File: config.mk
export PLATFORM = sky130hd
export DESIGN_NAME = uart_prog_loader_flat
export DESIGN_NICKNAME = d
export VERILOG_FILES = /design/src/rtl/uart_prog_loader_if.sv /design/src/rtl/uart_prog_loader.sv /design/src/flat_wrapper.sv
export SDC_FILE = /design/constraint.sdc
export NUM_CORES = 1
export LEC_CHECK = 0
export CAP_MARGIN = 20
export CORE_ASPECT_RATIO = 1.25
export CORE_MARGIN = 2
export CORE_UTILIZATION = 30
export CTS_CLUSTER_SIZE = 28
export DETAILED_ROUTE_END_ITERATION = 6
export PLACE_DENSITY = 0.54
export SLEW_MARGIN = 40
export SYNTH_ARGS = -nofsm -noshare
export SYNTH_HDL_FRONTEND = slang
export SYNTH_SLANG_ARGS = --single-unit
File: constraint.sdc
create_clock -name clk -period 3.6 [get_ports clk]
set_input_delay 0.9 -clock clk [delete_from_list [all_inputs] [get_ports clk]]
set_output_delay 0.9 -clock clk [all_outputs]
set_load 0.02 [all_outputs]
File: src/rtl/uart_prog_loader_if.sv
// Memory write bus driven by the UART program loader.
// The loader drives it as master; the program/data memory samples it as slave.
interface uart_prog_loader_if #(
  parameter int ADDR_W = 12,
  parameter int DATA_W = 32
);
  logic [ADDR_W-1:0] mem_addr;
  logic [DATA_W-1:0] mem_data;
  logic              mem_we;

  modport master (output mem_addr, output mem_data, output mem_we);
  modport slave  (input  mem_addr, input  mem_data, input  mem_we);
endinterface

File: src/rtl/uart_prog_loader.sv
// UART boot loader: receives a framed program image, writes little-endian words
// from address 0 upward and releases the core only after a good checksum.
module uart_prog_loader #(
  parameter int         CLKS_PER_BIT = 434,
  parameter int         ADDR_W       = 12,
  parameter int         DATA_W       = 32,
  parameter int         TIMEOUT_CLKS = 1000000,
  parameter logic [7:0] SYNC_BYTE    = 8'hA5
) (
  input  logic                clk,
  input  logic                rst,
  input  logic                rx,
  uart_prog_loader_if.master  mem,
  output logic                core_hold,
  output logic                busy,
  output logic                done,
  output logic                err
);
  localparam int HALF  = CLKS_PER_BIT / 2;
  localparam int CNT_W = $clog2(CLKS_PER_BIT + 1);
  localparam int TMO_W = $clog2(TIMEOUT_CLKS + 1);

  typedef enum logic [1:0] {R_IDLE, R_START, R_DATA, R_STOP} rx_state_t;
  typedef enum logic [2:0] {F_IDLE, F_LEN_LO, F_LEN_HI, F_DATA, F_WRITE, F_CSUM} f_state_t;

  rx_state_t         rx_state_reg;
  logic              rx_meta_reg, rx_sync_reg;
  logic [CNT_W-1:0]  rx_cnt_reg;
  logic [2:0]        bit_idx_reg;
  logic [7:0]        rx_byte_reg;
  logic              byte_valid_reg, frame_err_reg;

  f_state_t          f_state_reg;
  logic [7:0]        len_lo_reg;
  logic [15:0]       len_reg;
  logic [ADDR_W:0]   word_idx_reg;
  logic [1:0]        byte_idx_reg;
  logic [DATA_W-9:0] word_reg;
  logic [7:0]        csum_reg;
  logic [TMO_W-1:0]  tmo_reg;
  logic [ADDR_W-1:0] mem_addr_reg;
  logic [DATA_W-1:0] mem_data_reg;
  logic              mem_we_reg;

  assign mem.mem_addr = mem_addr_reg;
  assign mem.mem_data = mem_data_reg;
  assign mem.mem_we   = mem_we_reg;

  // Byte receiver: mid-bit sampling of the synchronized line
  always_ff @(posedge clk) begin
    if (rst) begin
      rx_meta_reg    <= 1'b1;
      rx_sync_reg    <= 1'b1;
      rx_state_reg   <= R_IDLE;
      rx_cnt_reg     <= '0;
      bit_idx_reg    <= '0;
      rx_byte_reg    <= '0;
      byte_valid_reg <= 1'b0;
      frame_err_reg  <= 1'b0;
    end else begin
      rx_meta_reg    <= rx;
      rx_sync_reg    <= rx_meta_reg;
      byte_valid_reg <= 1'b0;
      frame_err_reg  <= 1'b0;
      case (rx_state_reg)
        R_IDLE: begin
          rx_cnt_reg <= '0;
          if (!rx_sync_reg) rx_state_reg <= R_START;
        end
        R_START: begin
          if (rx_cnt_reg == CNT_W'(HALF - 1)) begin
            rx_cnt_reg   <= '0;
            bit_idx_reg  <= '0;
            rx_state_reg <= rx_sync_reg ? R_IDLE : R_DATA;
          end else begin
            rx_cnt_reg <= rx_cnt_reg + 1'b1;
          end
        end
        R_DATA: begin
          if (rx_cnt_reg == CNT_W'(CLKS_PER_BIT - 1)) begin
            rx_cnt_reg  <= '0;
            rx_byte_reg <= {rx_sync_reg, rx_byte_reg[7:1]};
            bit_idx_reg <= bit_idx_reg + 1'b1;
            if (bit_idx_reg == 3'd7) rx_state_reg <= R_STOP;
          end else begin
            rx_cnt_reg <= rx_cnt_reg + 1'b1;
          end
        end
        default: begin
          if (rx_cnt_reg == CNT_W'(CLKS_PER_BIT - 1)) begin
            rx_cnt_reg     <= '0;
            byte_valid_reg <= rx_sync_reg;
            frame_err_reg  <= !rx_sync_reg;
            rx_state_reg   <= R_IDLE;
          end else begin
            rx_cnt_reg <= rx_cnt_reg + 1'b1;
          end
        end
      endcase
    end
  end

  // Frame parser and memory writer
  always_ff @(posedge clk) begin
    if (rst) begin
      f_state_reg  <= F_IDLE;
      len_lo_reg   <= '0;
      len_reg      <= '0;
      word_idx_reg <= '0;
      byte_idx_reg <= '0;
      word_reg     <= '0;
      csum_reg     <= '0;
      tmo_reg      <= '0;
      mem_addr_reg <= '0;
      mem_data_reg <= '0;
      mem_we_reg   <= 1'b0;
      core_hold    <= 1'b1;
      busy         <= 1'b0;
      done         <= 1'b0;
      err          <= 1'b0;
    end else begin
      mem_we_reg <= 1'b0;
      if (f_state_reg == F_IDLE || byte_valid_reg) tmo_reg <= '0;
      else tmo_reg <= tmo_reg + 1'b1;

      if (f_state_reg != F_IDLE && (frame_err_reg ||
          (!byte_valid_reg && tmo_reg == TMO_W'(TIMEOUT_CLKS - 1)))) begin
        err         <= 1'b1;
        busy        <= 1'b0;
        f_state_reg <= F_IDLE;
      end else begin
        case (f_state_reg)
          F_IDLE: begin
            if (byte_valid_reg && rx_byte_reg == SYNC_BYTE) begin
              busy         <= 1'b1;
              core_hold    <= 1'b1;
              done         <= 1'b0;
              err          <= 1'b0;
              word_idx_reg <= '0;
              byte_idx_reg <= '0;
              csum_reg     <= '0;
              f_state_reg  <= F_LEN_LO;
            end
          end
          F_LEN_LO: begin
            if (byte_valid_reg) begin
              len_lo_reg  <= rx_byte_reg;
              f_state_reg <= F_LEN_HI;
            end
          end
          F_LEN_HI: begin
            if (byte_valid_reg) begin
              len_reg <= {rx_byte_reg, len_lo_reg};
              if ({rx_byte_reg, len_lo_reg} == 16'd0) begin
                f_state_reg <= F_CSUM;
              end else if (32'({rx_byte_reg, len_lo_reg}) > (32'd1 << ADDR_W)) begin
                err         <= 1'b1;
                busy        <= 1'b0;
                f_state_reg <= F_IDLE;
              end else begin
                f_state_reg <= F_DATA;
              end
            end
          end
          F_DATA: begin
            if (byte_valid_reg) begin
              csum_reg     <= csum_reg ^ rx_byte_reg;
              byte_idx_reg <= byte_idx_reg + 1'b1;
              case (byte_idx_reg)
                2'd0: word_reg[7:0]   <= rx_byte_reg;
                2'd1: word_reg[15:8]  <= rx_byte_reg;
                2'd2: word_reg[23:16] <= rx_byte_reg;
                default: begin
                  // Last lane goes straight to the bus so mem_we follows the byte by one cycle
                  mem_we_reg   <= 1'b1;
                  mem_addr_reg <= word_idx_reg[ADDR_W-1:0];
                  mem_data_reg <= {rx_byte_reg, word_reg};
                  f_state_reg  <= F_WRITE;
                end
              endcase
            end
          end
          F_WRITE: begin
            word_idx_reg <= word_idx_reg + 1'b1;
            if (32'(word_idx_reg) + 32'd1 == 32'(len_reg)) f_state_reg <= F_CSUM;
            else f_state_reg <= F_DATA;
          end
          default: begin
            if (byte_valid_reg) begin
              if (rx_byte_reg == csum_reg) begin
                done      <= 1'b1;
                core_hold <= 1'b0;
              end else begin
                err <= 1'b1;
              end
              busy        <= 1'b0;
              f_state_reg <= F_IDLE;
            end
          end
        endcase
      end
    end
  end
endmodule

File: src/flat_wrapper.sv
// flat-port wrapper written by rule: the top's interface ports become plain ports
module uart_prog_loader_flat 
#(
  parameter int         CLKS_PER_BIT = 434,
  parameter int         ADDR_W       = 12,
  parameter int         DATA_W       = 32,
  parameter int         TIMEOUT_CLKS = 1000000,
  parameter logic [7:0] SYNC_BYTE    = 8'hA5
)
  (clk, rst, rx, core_hold, busy, done, err, mem_mem_addr, mem_mem_data, mem_mem_we);
  uart_prog_loader_if #(.ADDR_W(ADDR_W), .DATA_W(DATA_W)) mem_i ();
  input  logic clk;
  input  logic rst;
  input  logic rx;
  output logic core_hold;
  output logic busy;
  output logic done;
  output logic err;
  output wire logic [$bits(mem_i.mem_addr)-1:0] mem_mem_addr;
  output wire logic [$bits(mem_i.mem_data)-1:0] mem_mem_data;
  output wire logic [$bits(mem_i.mem_we)-1:0] mem_mem_we;
  assign mem_mem_addr = mem_i.mem_addr;
  assign mem_mem_data = mem_i.mem_data;
  assign mem_mem_we = mem_i.mem_we;
  uart_prog_loader #(.CLKS_PER_BIT(CLKS_PER_BIT), .ADDR_W(ADDR_W), .DATA_W(DATA_W), .TIMEOUT_CLKS(TIMEOUT_CLKS), .SYNC_BYTE(SYNC_BYTE)) u_core (.clk(clk), .rst(rst), .rx(rx), .mem(mem_i), .core_hold(core_hold), .busy(busy), .done(done), .err(err));
endmodule
---- Yosys cells after proc, flatten, opt, wreduce, memory -nomap -nowiden ----
Cells that the tools add are included.
storage, ports and cells
  input port bits ......................... 3
  word-level logic and storage cells ...... 166
  output and inout port bits .............. 49
  flip-flop bits (word level) ............. 169
cells by class
  reductions and logical operators ........ 42
  magnitude comparators ................... 1
  $add $sub $neg .......................... 6
  bitwise gates (word level) .............. 8
  equality and inequality tests ........... 32
  muxes and demuxes ....................... 52
operators by type and width
  cell                                                              count
  equality test 32 x 16 -> 1 bit                                    1
  two-way mux 3 bit                                                 10
  one-hot mux 13 bit (2 select lines)                               1
  adder 20 x 1 -> 20 bit (second input constant)                    1
  equality test 20 bit (second input constant)                      1
  AND reduction 4 bit                                               5
  two-way mux 2 bit                                                 9
  two-way mux 9 bit                                                 2
  one-hot mux 9 bit (2 select lines)                                1
  two-way mux 1 bit                                                 17
  greater-than comparator 16 x 13 -> 1 bit (second input constant)  1
  logical NOT 16 bit                                                1
  two-way mux 8 bit                                                 2
  != test 2 x 1 -> 1 bit (second input constant)                    8
  one-hot mux 8 bit (2 select lines)                                1
  one-hot mux 3 bit (5 select lines)                                1
  adder 13 x 1 -> 14 bit (second input constant)                    1
  adder 13 x 1 -> 13 bit (second input constant)                    1
  two-way mux 13 bit                                                1
  AND reduction 3 bit                                               4
  AND reduction 6 bit                                               2
  nonzero test 3 bit                                                4
  AND reduction 5 bit                                               2
  nonzero test 2 bit                                                5
  35 further kinds                                                  59

---- Depth between registers and ports, before layout ----
  depth after elaboration ................. 6
  gate-level depth with buffers ........... 9
  gate-level depth less buffers ........... 8

---- Worst setup path before layout ----
No wires, ideal clock.
  kind .................................... input to register
  start ................................... in rst
  end ..................................... reg u_core.f_state_reg[1]
  cell stages on the path ................. 6
  library setup time ...................... 0.070 ns
  data required time ...................... 3.530 ns
  arrival time ............................ 2.023 ns
  path buffers ............................ 1
  slack ................................... 1.507 ns
  cell sequence ........................... clkbuf_1 -> nand2b_1 -> a2111oi_0 -> a211o_1 -> o22ai_1 -> a21oi_1
between the ends
  word-level cells in the longest chain between the ends .. 1
ends and longest elaborated chain
  item                          RTL line                 RTL
  from (decl)                   flat_wrapper.sv:13       input logic rst;
  OR reduction 2 bit (no line)  -
  to (signal assigned)          uart_prog_loader.sv:106  f_state_reg <= F_IDLE;
  to (signal assigned)          uart_prog_loader.sv:130  f_state_reg <= F_IDLE;
  to (signal assigned)          uart_prog_loader.sv:142  f_state_reg <= F_LEN_LO;
  to (decl)                     uart_prog_loader.sv:33   f_state_t f_state_reg;
Every way passes these cells.
A chain may end at the register's enable or synchronous reset.

---- Worst setup path after layout ----
  start ................................... reg u_core.rx_byte_reg[4]
  end ..................................... reg u_core.word_idx_reg[1]
between the ends
  word-level cells in the longest chain between the ends .. 4
ends and longest elaborated chain
  item                           RTL line                 RTL
  from (decl)                    uart_prog_loader.sv:30   logic [7:0] rx_byte_reg;
  from (signal assigned)         uart_prog_loader.sv:82   rx_byte_reg <= {rx_sync_reg, rx_byte_reg[7:1]};
  equality test 8 bit            uart_prog_loader.sv:134  if (byte_valid_reg && rx_byte_reg == SYNC_BYTE) begin
  logical AND 1 bit              uart_prog_loader.sv:134
  != test 2 bit (no line)        -
  AND reduction 3 bit (no line)  -
  to (signal assigned)           uart_prog_loader.sv:184  word_idx_reg <= word_idx_reg + 1'b1;
  to (decl)                      uart_prog_loader.sv:36   logic [ADDR_W:0] word_idx_reg;
Every way passes these cells.

==> results.md <==
- The library cell used most frequently in the layout, excluding fill and tap cells, is sky130_fd_sc_hd__dfxtp_1.
- The number of rows created at floorplan is 65.
- STA classifies the critical path endpoint as a register.
- Leaving out fill and tap cells, the most frequent cells in the layout are 169 x sky130_fd_sc_hd__dfxtp_1, 165 x sky130_fd_sc_hd__nand2_1, 97 x sky130_fd_sc_hd__nor2_1.
- In the post-synthesis netlist, the biggest area contributors are sky130_fd_sc_hd__dfxtp_1 45%, sky130_fd_sc_hd__nand2_1 8.2%, sky130_fd_sc_hd__a21oi_1 5.7%.
- The run finished with clean final reports.
- Of the available clock period, the critical path in the final layout requires 0.722.
- Across all hold checks on the routed design, the worst slack comes to 0.432 ns.
- The number of buffers inserted by post-CTS setup repair is 0.
- The share of cells above drive strength 1 is 0.0723.
- The number of buffers and inverters on the critical path is 1.
- The final antenna-violating net count is 0.
- The final layout contains 946 nets.
- Compared with the post-synthesis result, the final layout area differs by 17.9%.
- At the later pin of the worst-skew pair, clock insertion delay measures 0.44 ns.
- The overflow left after global routing is 0.
- The root buffer cell is sky130_fd_sc_hd__clkbuf_16.
- The average size of a mapped cell is 8.40 µm².
- In the post-route analysis, the smallest setup slack over all paths is 1.00 ns.
- The largest net degree at the start of global routing is 61.
- Once the clock tree was built, the resizer swapped 0 gates to a different size.
- Of the post-synthesis cell area, the dominant cell type holds 0.446.
- The first global-routing pass estimated 30200 µm of wire.
- Setup violations remaining at the end of the flow were counted as 0.
- Yosys printed 0 warnings.
- The distinct cell type count after synthesis is 62.
- The number of filler cells placed in the layout is between 2k and 3k.
- The pre-antenna-repair detailed-routing pass consisted of 4 iterations.
- The sequential cell area fraction in the yosys report is 0.446.
- Counting buffers and inverters, the worst setup path is 7 cells deep.
- The cell area that synthesis handed to floorplanning was 7590 µm².
- Setup repair after global routing left no endpoint under its margin.
- The final number of max-transition violations is 0.
- The number of inserted diodes is 0.
- Among cell families on the critical path, the largest total delay comes from simple AND/OR/NAND/NOR gates.
- In the routed design, unresolved DRC markers number 0.
- The signal on the critical path passes through nand3b_1 > nor4_1 > and2_1 > buf_4 > o21a_1 > nand3_1 > a21oi_1.
- The internal power contribution is 3.15 mW.
- In the final layout, the multi-input gates occupy 3830 µm².
- The leakage power figure is 3.04 nW.
- The clock tree synthesis step divided the H-tree into 4 levels.
- For the worst setup path, the data required time is around 4 ns.
- The logic depth of the worst register-to-register path is 7.
- The cell total after placement is 1244.
- The HPWL after detailed placement is 12300 µm.
- The starting density of the core is 0.303.
- The deepest clock path buffer count is 2.
- The number of non-filler instances in the completed layout is 1276.
- Prior to clock tree synthesis, the placed netlist has a worst setup slack of 0.979 ns.
- The most used flip-flop cell after synthesis is sky130_fd_sc_hd__dfxtp_1.
- The share of total power dissipated in sequential elements is 0.463.
- Across the whole layout, storage elements account for between 3000 and 4000 µm².
- The critical path is of the register to register type.
- For the final database, setup skew stands at 0.0128 ns.
- The final layout contains routed wiring with a total length of 18200 µm.
- The worst hold path class is register to register.
- Yosys mapped a number of flops with a built-in enable equal to 0.
- The register with the most flip-flops in the layout has 32 of them.
- The final count of hold timing violations came to 0.
- The floorplan step defined a die boundary enclosing 26600 µm².
- Max-cap violations in this run came to 0.
- The placeable core region is 25000 µm².
- The worst slew margin relative to its limit is 0.506.
- For this run, the top clock speed supported by timing is 385 MHz.
- The number of vias per cell is 4.73.
- VDD sags by at most approximately 0.35 mV.
- When the netlist entered floorplanning its net count stood at roughly 920.
- The worst path in the final design needs a cycle of 2.60 ns, including I/O delays and setup.
- The clock group share of total power is 0.486.
- After synthesis, the share of flip-flops with an asynchronous set or reset is 0.
- Hold repair after CTS inserted 0 buffers.
- The detailed router placed 6041 vias in this run.
- The type of origin of the critical path is a register.
- The final total negative setup slack is 0 ns.
- Counting every sink on the clock net gives between 150 and 200.
- The switching power share of the total is 0.235.
- In the final routed layout, each cell accounts on average for 14.3 µm.
- The synthesized flop and latch total is between 150 and 200.
- TritonCTS built the clock tree.
- For the pin with the worst max-slew slack, the measured transition is 0.740 ns.
- The power density over the cells is roughly 460 nW/µm².
- The CTS clock-pin slew for the worst setup and hold paths is 0.07 ns.
- The total routing usage reported by global routing is 0.140.
- For this design the total switching power over the nets is about 0.97 mW.
- The critical path data arrival time is 2.97 ns.
- The number of input and output port buffers inserted is 51.
- In this run the worst path has a maximum fanout of 16.
- Pin placement for this block handled 52 I/O pins.
- The die outline height is 182 µm.
- The first routing iteration left just under 300 violations.
- The number of global-route vias before repair is 5884.
- The synthesized instance count is 904.
- The clock buffer count from CTS is 17.
- The initial antenna violation count is 0.
- From left edge to right edge, the die measures 146 µm.
- The largest total area in the synthesized netlist belongs to sky130_fd_sc_hd__dfxtp_1.
- The share of total power dissipated in combinational logic is 0.051.
- At the end of routability-driven placement, the weighted congestion stood at 0.783.
- For this design, the slowest cell found on the critical path is sky130_fd_sc_hd__dfxtp_1.
- The cell count of the worst hold path is 1.
- The delay of the slowest cell on the worst path is 0.55 ns.
## Yosys cell counts (all sizes together), types with 2 or more instances
| cell type | number |
|---|---|
| dfxtp | 169 |
| nand2 | 166 |
| nor2 | 97 |
| a21oi | 86 |
| clkbuf | 41 |
| mux2i | 35 |
| nand3 | 34 |
| xnor2 | 30 |
| o21ai | 28 |
| buf | 21 |
| xor2 | 20 |
| nor4 | 19 |
| nand2b | 17 |
| inv | 16 |
| ha | 15 |
| nor3 | 11 |
| a311oi | 8 |
| and3 | 8 |
| nand4 | 8 |
| and2 | 7 |
| nand3b | 6 |
| or2 | 6 |
| a211oi | 5 |
| a31oi | 5 |
| and4 | 4 |
| a211o | 3 |
| a21o | 3 |
| nor2b | 3 |
| or3 | 3 |
| a41o | 2 |
| a41oi | 2 |
| o21a | 2 |
| o41ai | 2 |
| or3b | 2 |
| or4 | 2 |
## cell type report
type                    count  area share
multi-input cells         657       0.427
flip-flops and latches    169       0.378
repair buffers             67      0.0701
clock buffers              19      0.0483
well taps                 335      0.0468
clock inverters            13      0.0228
inverters                  16     0.00671
## per-layer routing
metal | wire (µm) | up-vias | global-route usage
li1 | - | 3117 | -
met3 | 397 | 23 | 0.0281
met5 | 0 | - | 0
met4 | 325 | 0 | 0.0501
met2 | 9330 | 58 | 0.252
met1 | 8170 | 2843 | 0.165
## power by group through the flow
| stage | logic, mW | registers [mW] | clock network [mW] |
|---|---|---|---|
| 2_1_floorplan | 0.165 | 1.94 | 0 |
| 3_3_place_gp | 0.211 | 1.95 | 0 |
| 3_5_place_dp | 0.212 | 1.95 | 0 |
| 4_1_cts | 0.213 | 1.91 | 2.04 |
| 5_1_grt | 0.238 | 1.91 | 2.13 |
| 6_report | 0.209 | 1.91 | 2.00 |
## worst register-to-register path, delay by kind of cell, from the launching register on
family	cells	cell delay, ns
buf+inv	1	0.19
compound gates	2	0.61
simple gates	4	1.17
flops	1	0.55
## per-stage QoR
step                      instance area [µm²]  power (mW)  utilization
after global routing                     8950        4.27        0.357
after global placement                   8310        2.16        0.332
final                                    8950        4.11        0.357
after CTS                                8950        4.16        0.357
after floorplan                          7590        2.11            -
after detailed placement                 8320        2.16        0.332
## final timing paths
kind | startpoint | to | slack [ns]
setup / recovery | u_core.rx_byte_reg[4] | u_core.word_idx_reg[1] | 1.00
hold / removal | u_core.rx_meta_reg | u_core.rx_sync_reg | 0.43
setup reg to reg | u_core.rx_byte_reg[4] | u_core.word_idx_reg[1] | 1.00
hold reg to reg | u_core.rx_meta_reg | u_core.rx_sync_reg | 0.43
## kinds of logic after synthesis
| logic type | synth area share |
|---|---|
| AND/OR/NAND/NOR | 0.243 |
| flip-flops | 0.446 |
| adder cells (fa/ha/maj) | 0.0260 |
| AO/OA/AOI/OAI | 0.130 |
| multiplexers | 0.0461 |
| buffers and inverters | 0.0512 |
| XOR/XNOR | 0.0577 |
(Power assumes the default switching activity.)
